==> config.mk <==
export PLATFORM = sky130hd
export DESIGN_NAME = ysyx_23060278_ifu
export DESIGN_NICKNAME = d
export VERILOG_FILES = /design/src/rtl/ysyx_23060278_ifu.sv
export SDC_FILE = /design/constraint.sdc
export NUM_CORES = 1
export LEC_CHECK = 0
export CORE_ASPECT_RATIO = 0.6
export CORE_MARGIN = 2
export CORE_UTILIZATION = 40
export CTS_CLUSTER_DIAMETER = 200
export DETAILED_ROUTE_END_ITERATION = 6
export DONT_BUFFER_PORTS = 1
export SLEW_MARGIN = 20
export SYNTH_ARGS = -nofsm -noshare
export SYNTH_HDL_FRONTEND = slang
export SYNTH_SLANG_ARGS = --single-unit
export TNS_END_PERCENT = 1
==> constraint.sdc <==
create_clock -name clk -period 4.9 [get_ports clk]
set_input_delay 0.245 -clock clk [delete_from_list [all_inputs] [get_ports clk]]
set_output_delay 0.245 -clock clk [all_outputs]
set_load 0.02 [all_outputs]
==> src/rtl/ysyx_23060278_ifu.sv <==
// ysyx_23060278_ifu: instruction fetch unit issuing one memory read per core pc request, with sticky error trapping
module ysyx_23060278_ifu #(
    parameter int unsigned TIMEOUT  = 255,
    parameter logic [31:0] NOP_INST = 32'h00000013
) (
    input  logic        clk,
    input  logic        rst,
    input  logic [31:0] pc,
    input  logic        pc_valid,
    output logic [31:0] inst,
    output logic        inst_valid,
    output logic        pc_wen,
    output logic        mem_req_valid,
    input  logic        mem_req_ready,
    output logic [31:0] mem_req_addr,
    input  logic        mem_rsp_valid,
    output logic        mem_rsp_ready,
    input  logic [31:0] mem_rsp_data,
    input  logic        mem_rsp_err,
    output logic        fetch_err,
    output logic [1:0]  err_cause
);
    typedef enum logic [2:0] {IDLE, REQ, WAIT, DONE, ERR} state_t;
    state_t      state, state_n;
    logic [31:0] cnt, cnt_inc;
    logic [1:0]  cause_n;
    logic        tmo;
    assign cnt_inc = (cnt == '1) ? cnt : cnt + 32'd1;
    assign tmo     = (TIMEOUT != 0) && (cnt_inc >= TIMEOUT);
    always_comb begin
        state_n = state;
        cause_n = err_cause;
        case (state)
            IDLE: if (pc_valid) begin
                state_n = (pc[1:0] != 2'd0) ? ERR : REQ;
                cause_n = (pc[1:0] != 2'd0) ? 2'd1 : err_cause;
            end
            REQ: if (mem_req_ready) state_n = WAIT;
                 else if (tmo) begin
                     state_n = ERR;
                     cause_n = 2'd3;
                 end
            // a completed handshake wins over a timeout in the same cycle
            WAIT: if (mem_rsp_valid) begin
                state_n = mem_rsp_err ? ERR : DONE;
                cause_n = mem_rsp_err ? 2'd2 : err_cause;
            end else if (tmo) begin
                state_n = ERR;
                cause_n = 2'd3;
            end
            DONE: state_n = IDLE;
            default: state_n = ERR;
        endcase
    end
    always_ff @(posedge clk) begin
        if (rst) begin
            state        <= IDLE;
            inst         <= NOP_INST;
            mem_req_addr <= 32'd0;
            cnt          <= 32'd0;
            err_cause    <= 2'd0;
        end else begin
            state     <= state_n;
            err_cause <= cause_n;
            if (state == IDLE && pc_valid && pc[1:0] == 2'd0) begin
                mem_req_addr <= pc;
                cnt          <= 32'd0;
            end
            if (state == REQ || state == WAIT) cnt <= cnt_inc;
            if (state == WAIT && mem_rsp_valid && !mem_rsp_err) inst <= mem_rsp_data;
        end
    end
    assign mem_req_valid = state == REQ;
    assign mem_rsp_ready = state == WAIT;
    assign inst_valid    = state == DONE;
    assign pc_wen        = state == DONE;
    assign fetch_err     = state == ERR;
endmodule

==> metrics.txt, run 1 <==
status finished, final reports clean; commonest cells in the netlist nand2_1 (158), dfxtp_1 (101), a21oi_1 (85), nor2_1 (47), clkbuf_1 (41); PostCTS Resize Cnt 0; Crit Path Class flip-flop to flip-flop; clock latency on the worst-skew pair 0.35 ns; max incr delay on CP 0.63 ns; I/O pins 141; worst-path cell chain nand3_2 -> nor4_2 -> nand3_1 -> o22ai_1 -> a22oi_1 -> and4_4 -> a31o_1; clock sinks 101; CP required 5.15 ns; Hold WC Path Type input port to flip-flop; Final min period 3.05 ns; clock root buffer clkbuf_16; LEAKAGE 1.66 nW; Detailed Routing Iterations Pass 1 5; ANT nets after route 0; TritonCTS Buffers 9; initial antenna violation count 0; fin. max-slew vios 0; GRT Util Overall 21.5%; Syn Nets 731; DR WL/cell 18.4 microns; setup violators final 0; Syn. warnings 0; Mapped Cells 660; port bufs 0; peak supply drop 0.000187 V; Die Y 90.7 microns; Overflow after GRT 0; final WL 14600 microns; largest net degree at the start of global routing 94; Nets 693; ANT cells 0; Top FF cell, synth dfxtp_1; crit path DAT 3.29 ns; Avg Inst Size Synth 7.60 sq um; Tcrit/Tclk final 62.2%; Worst-path clk slew 0.07 ns; crit path launch type flip-flop; initial core utilization 41.3%; Max-Cap Viols 0; PwrDens 305 nW/um^2; area leader, netlist dfxtp_1; Synth cell types 61; layout cells sized above 1 7.02%; asr flop ratio synth 0%; synthesis-to-layout area growth 7.14%; Worst Skew 0.00561 ns; Worst-Margin Slew 0.807 ns; post-synth top area share 40.3%; initial DRC count 576; Core Footprint 12100 sq um; DRC 0; first-pass GRT wire length 23200 microns; RSZ-0062 raised after global routing false; setup TNS 0 ns; hold buffers post-CTS 2; Synth Register Bits 101; vias in the first global route 4364; Die Wd 149 microns; via count 4808; CTS Buffer Depth 2; slowest CP cell nor4_2; sequential cell area fraction in the yosys report 40.3%; dpl hpwl 10100 microns; Mapped Area 5010 sq um; die footprint 13500 sq um; gpl congestion 1.01; EDFF count, synth 0; row count 31; H-tree Lvls 3; Post-CTS Setup Inserts 0; Synth area leaders dfxtp_1 (40%), nand2_1 (12%), a21oi_1 (8.5%), nor2_1 (3.5%), clkbuf_1 (3.1%); CP Capture Type flip-flop; FMAX 328 MHz; final hold violation count 0; Slew HR 45.5%; crit-path max FO 13; TritonCTS clock tree done; Avg Vias per Cell 6.07; Min Hold Slack 0.0198 ns; cell with the most instances after synthesis nand2_1
## kinds of logic after synthesis
group                      synth area share [%]
and+or+nand+nor                            32.6
xor gates and xnor gates                   1.57
AOI/OAI and AO/OA                          20.3
muxes                                     0.599
DFF                                        40.3
adders and majority gates                 0.250
buffers and inverters                      4.39
## power by group
group	internal, mW	total (mW)	switching [mW]
Sequential	0.832	0.856	0.0239
Combinational	0.0232	0.0809	0.0577
Clock	0.367	0.703	0.336
Total	1.22	1.64	0.418
## worst max-delay path, delay by kind of cell, from the launching register on
| family | cells | cell delay (ns) |
|---|---|---|
| compound gates | 3 | 0.70 |
| simple gates | 4 | 1.67 |
| flops | 1 | 0.55 |
## sequential cells by signal, summed over array words and instances, names as in the netlist
register and flops:
cnt 32, mem_req_addr 32, err_cause 2, inst 32, state 3
## worst paths after layout
kind | start | endpoint | slack, ns | cells past startpoint
worst max-delay path | cnt[13] | state[1] | 1.85 | 7
worst min-delay path | pc[27] | mem_req_addr[27] | 0.02 | 2
worst max register to register | cnt[13] | state[1] | 1.85 | 7
worst min register to register | inst[19] | inst[19] | 0.56 | 2
## per-stage QoR
step	setup WS (ns)	instances	utilization, %	power (mW)	cell area, sq um
floorplan	2.44	660	-	0.932	5010
global placement	1.96	774	41.4	0.936	5030
detailed placement	1.93	774	41.5	0.939	5030
CTS	1.91	792	44.2	1.65	5360
global route	1.66	792	44.2	1.71	5370
finish	1.85	792	44.2	1.64	5370
## cell usage in the layout (no fill, tap or decap), drive strengths merged, types with 10 or more instances in the layout
master  count
nor3       19
dfxtp     101
nand2     158
a21oi      85
nand3      19
nand4      20
a31oi      10
nor2       47
clkbuf     10
a311oi     10
o21ai      30
## layer usage
layer | up-vias | share of wire, % | routed length (microns) | GRT usage (%)
met5 | - | 0 | 0 | 0
met4 | 0 | 1.4 | 199 | 5.56
li1 | 2270 | - | - | -
met2 | 247 | 40 | 5830 | 30.0
met3 | 16 | 12 | 1690 | 6.77
met1 | 2275 | 47 | 6860 | 31.8
## final cells by class
class	instances	area (sq um)
Timing Repair Buffer	5	60.1
Multi-Input combinational cell	505	2790
Clock buffer	10	239
Sequential cell	101	2020
Fill cell	1205	6770
Tap cell	165	206
Clock inverter	6	52.6
(Power assumes the default switching activity.)
==> inputs of run 2 (changes only) <==
clock period = 2.9 ns   (was 4.9 ns; I/O delays follow)
==> run 2 against run 1 <==
Net effect: clock skew increased by 0.0057 ns; clock-buffer cell count decreased by 1; highest routed layer unchanged; global-route usage up 2.7 points; hold slack improved by 0.024 ns; final cell count grew 11%; first-iteration DRC count is 6.1% lower; clock power rose by 62%; register-to-register slack lost 1.7 ns; flip-flop and latch count is the same; critical path depth did not move; via count grew 8.7%.
==> metrics.txt, run 2 (synthesis results as in run 1) <==
status finished, final reports clean; Switching Share 25.2% (-0.23 points); Crit path max-delay family simple AND/OR/NAND/NOR gates; row count 31 (unchanged); crit path DAT 2.99 ns (-0.30 ns); Overflow after GRT 0 (unchanged); Reg2Reg Depth 7 (unchanged); initial core utilization 41.3% (unchanged); Die Y 90.7 microns (unchanged); Hold Path Stages 3 (+1); DRC 0 (unchanged); peak supply drop 0.000331 V (+77%); Tcrit/Tclk final 95.9% (+34 points); via count 5224 (+8.7%); final WL 16400 microns (+13%); slowest CP cell or4_1; Max-Cap Viols 0 (unchanged); crit path launch type flip-flop; clock root buffer clkbuf_16; register area 2030 sq um (+0.43%); initial DRC count 541 (-6.1%); WP buf/inv 0 (unchanged); setup violators final 0 (unchanged); GRT Util Overall 24.2% (+2.7 points); Fillers 1126 (-6.6%); busiest grt layer met2; H-tree Lvls 3 (unchanged); pre-CTS WS 0.116 ns (-1.82 ns); initial antenna violation count 0 (unchanged); Worst-Margin Slew 0.788 ns (-0.0185 ns); area of the multi-input gates 2800 sq um (+0.40%); layout cells sized above 1 11.6% (+4.6 points); TritonCTS Buffers 9 (unchanged); Core Footprint 12100 sq um (unchanged); Final min period 2.78 ns (-0.265 ns); Layout Utilization 51.2% (+6.9 points); gpl congestion 1.03 (+2.2%); combinational fraction of design power 7.7% (+2.8 points); max incr delay on CP 0.59 ns (-0.04 ns); clock network fraction of total power 40.8% (-2.1 points); Detailed Routing Iterations Pass 1 5 (unchanged); port bufs 0 (unchanged); Slew HR 47.4% (+1.9 points); worst-path cell chain nand4_1 -> or4_1 -> nand3_1 -> mux2i_1 -> o211ai_1 -> a2111oi_4 -> a31oi_1; M1 GR Usage 33.8% (+2.0 points); LEAKAGE 2.07 nW (+24%); share of power burned in registers 51.5% (-0.7 points); PwrDens 452 nW/um^2 (+48%); Nets 783 (+13%); CTS Buffer Depth 2 (unchanged); Die Wd 149 microns (unchanged); Internal 2.10 mW (+72%); crit-path max FO 7 (-6); Worst Skew 0.0113 ns (+0.00571 ns); Net Sw Power 708 uW (+70%); fin. max-slew vios 0 (unchanged); Worst-path clk slew 0.07 ns (about the same); die footprint 13500 sq um (unchanged); largest net degree at the start of global routing 99 (+5.3%); Crit Path Class flip-flop to flip-flop; dpl hpwl 11100 microns (+9.6%); I/O pins 141 (unchanged); met3 Usage GRT 8.23% (+1.5 points); final hold violation count 0 (unchanged); clock latency on the worst-skew pair 0.35 ns (about the same); vias in the first global route 4913 (+13%); Worst path depth 7 (unchanged); FMAX 360 MHz (+9.5%); TritonCTS clock tree done; clock sinks 101 (unchanged); DR WL/cell 18.6 microns (+1.1%); ANT nets after route 0 (unchanged); met2 GRT Util 35.6% (+5.6 points); Avg Vias per Cell 5.92 (-2.4%); CP Capture Type flip-flop; first-pass GRT wire length 26000 microns (+12%); Post-CTS Setup Inserts 0 (unchanged); CP required 3.11 ns (-2.04 ns); Largest regs cnt (32), inst (32), mem_req_addr (32); synthesis-to-layout area growth 23.9%; Hold WC Path Type input port to flip-flop; commonest non-fill, non-tap cells in the layout nand2_1 (157), dfxtp_1 (94), a21oi_1 (85); commonest non-fill, non-tap cell in the layout nand2_1; setup slack after layout 0.119 ns (-1.73 ns)
==> run 2: cell count changes in the layout (fill, tap and decap cells not counted), sizes merged <==
cell         delta
diode           +1
clkbuf          -1
clkinvlp        -2
dlygate4sd3    +62
buf            +28
clkinv          +2
==> run 2: timing repair <==
action                                  in CTS  in global routing
endpoints found under the setup margin       0                  6
hold endpoints to repair                    98                  0
hold buffers                                64                  0
resized for setup                            0                 14
==> run 2: final cells by class <==
type	instances	area share [%]
multi-input combinational	505	45.1
sequential	101	32.7
timing repair buffer	95	14.3
clock buffer	9	3.62
tap	165	3.32
clock inverter	6	0.886
antenna	1	0.0403
==> run 2: tightest hold or removal path, stage by stage <==
cell and delay [ns]:
a31oi_1 0.05, o21ai_0 0.09, a31oi_1 0.05
==> run 2: routing by layer <==
layer / share of wire, % / vias to the layer above / wire length (microns)
met5: 0 / - / 0
met4: 1.8 / 0 / 290
met3: 12 / 35 / 1970
met2: 42 / 310 / 6890
met1: 44 / 2429 / 7260
li1: - / 2450 / -
==> run 2: power groups by stage <==
stage	clock [mW]	sequential, mW	combinational, mW
6_report	1.14	1.45	0.216
5_1_grt	1.23	1.45	0.236
4_1_cts	1.17	1.45	0.212
3_5_place_dp	0	1.48	0.118
3_3_place_gp	0	1.48	0.114
2_1_floorplan	0	1.47	0.107
==> run 2: metrics by stage <==
step | hold slack [ns] | power (mW) | area (sq um) | cells | setup TNS, ns
floorplan | 0.269 | 1.57 | 5010 | 660 | 0
global placement | 0.221 | 1.59 | 5240 | 802 | 0
finish | 0.0442 | 2.81 | 6210 | 882 | 0
detailed placement | 0.223 | 1.60 | 5240 | 802 | 0
CTS | 0.0330 | 2.83 | 6180 | 881 | 0
global route | 0.0469 | 2.92 | 6210 | 881 | -0.0114
==> run 2: final timing paths <==
| kind | startpoint | endpoint | slack [ns] |
|---|---|---|---|
| hold / removal | mem_rsp_valid | err_cause[0] | 0.04 |
| setup / recovery | cnt[30] | state[2] | 0.12 |
| hold reg to reg | cnt[19] | cnt[19] | 0.53 |
| setup reg to reg | cnt[30] | state[2] | 0.12 |
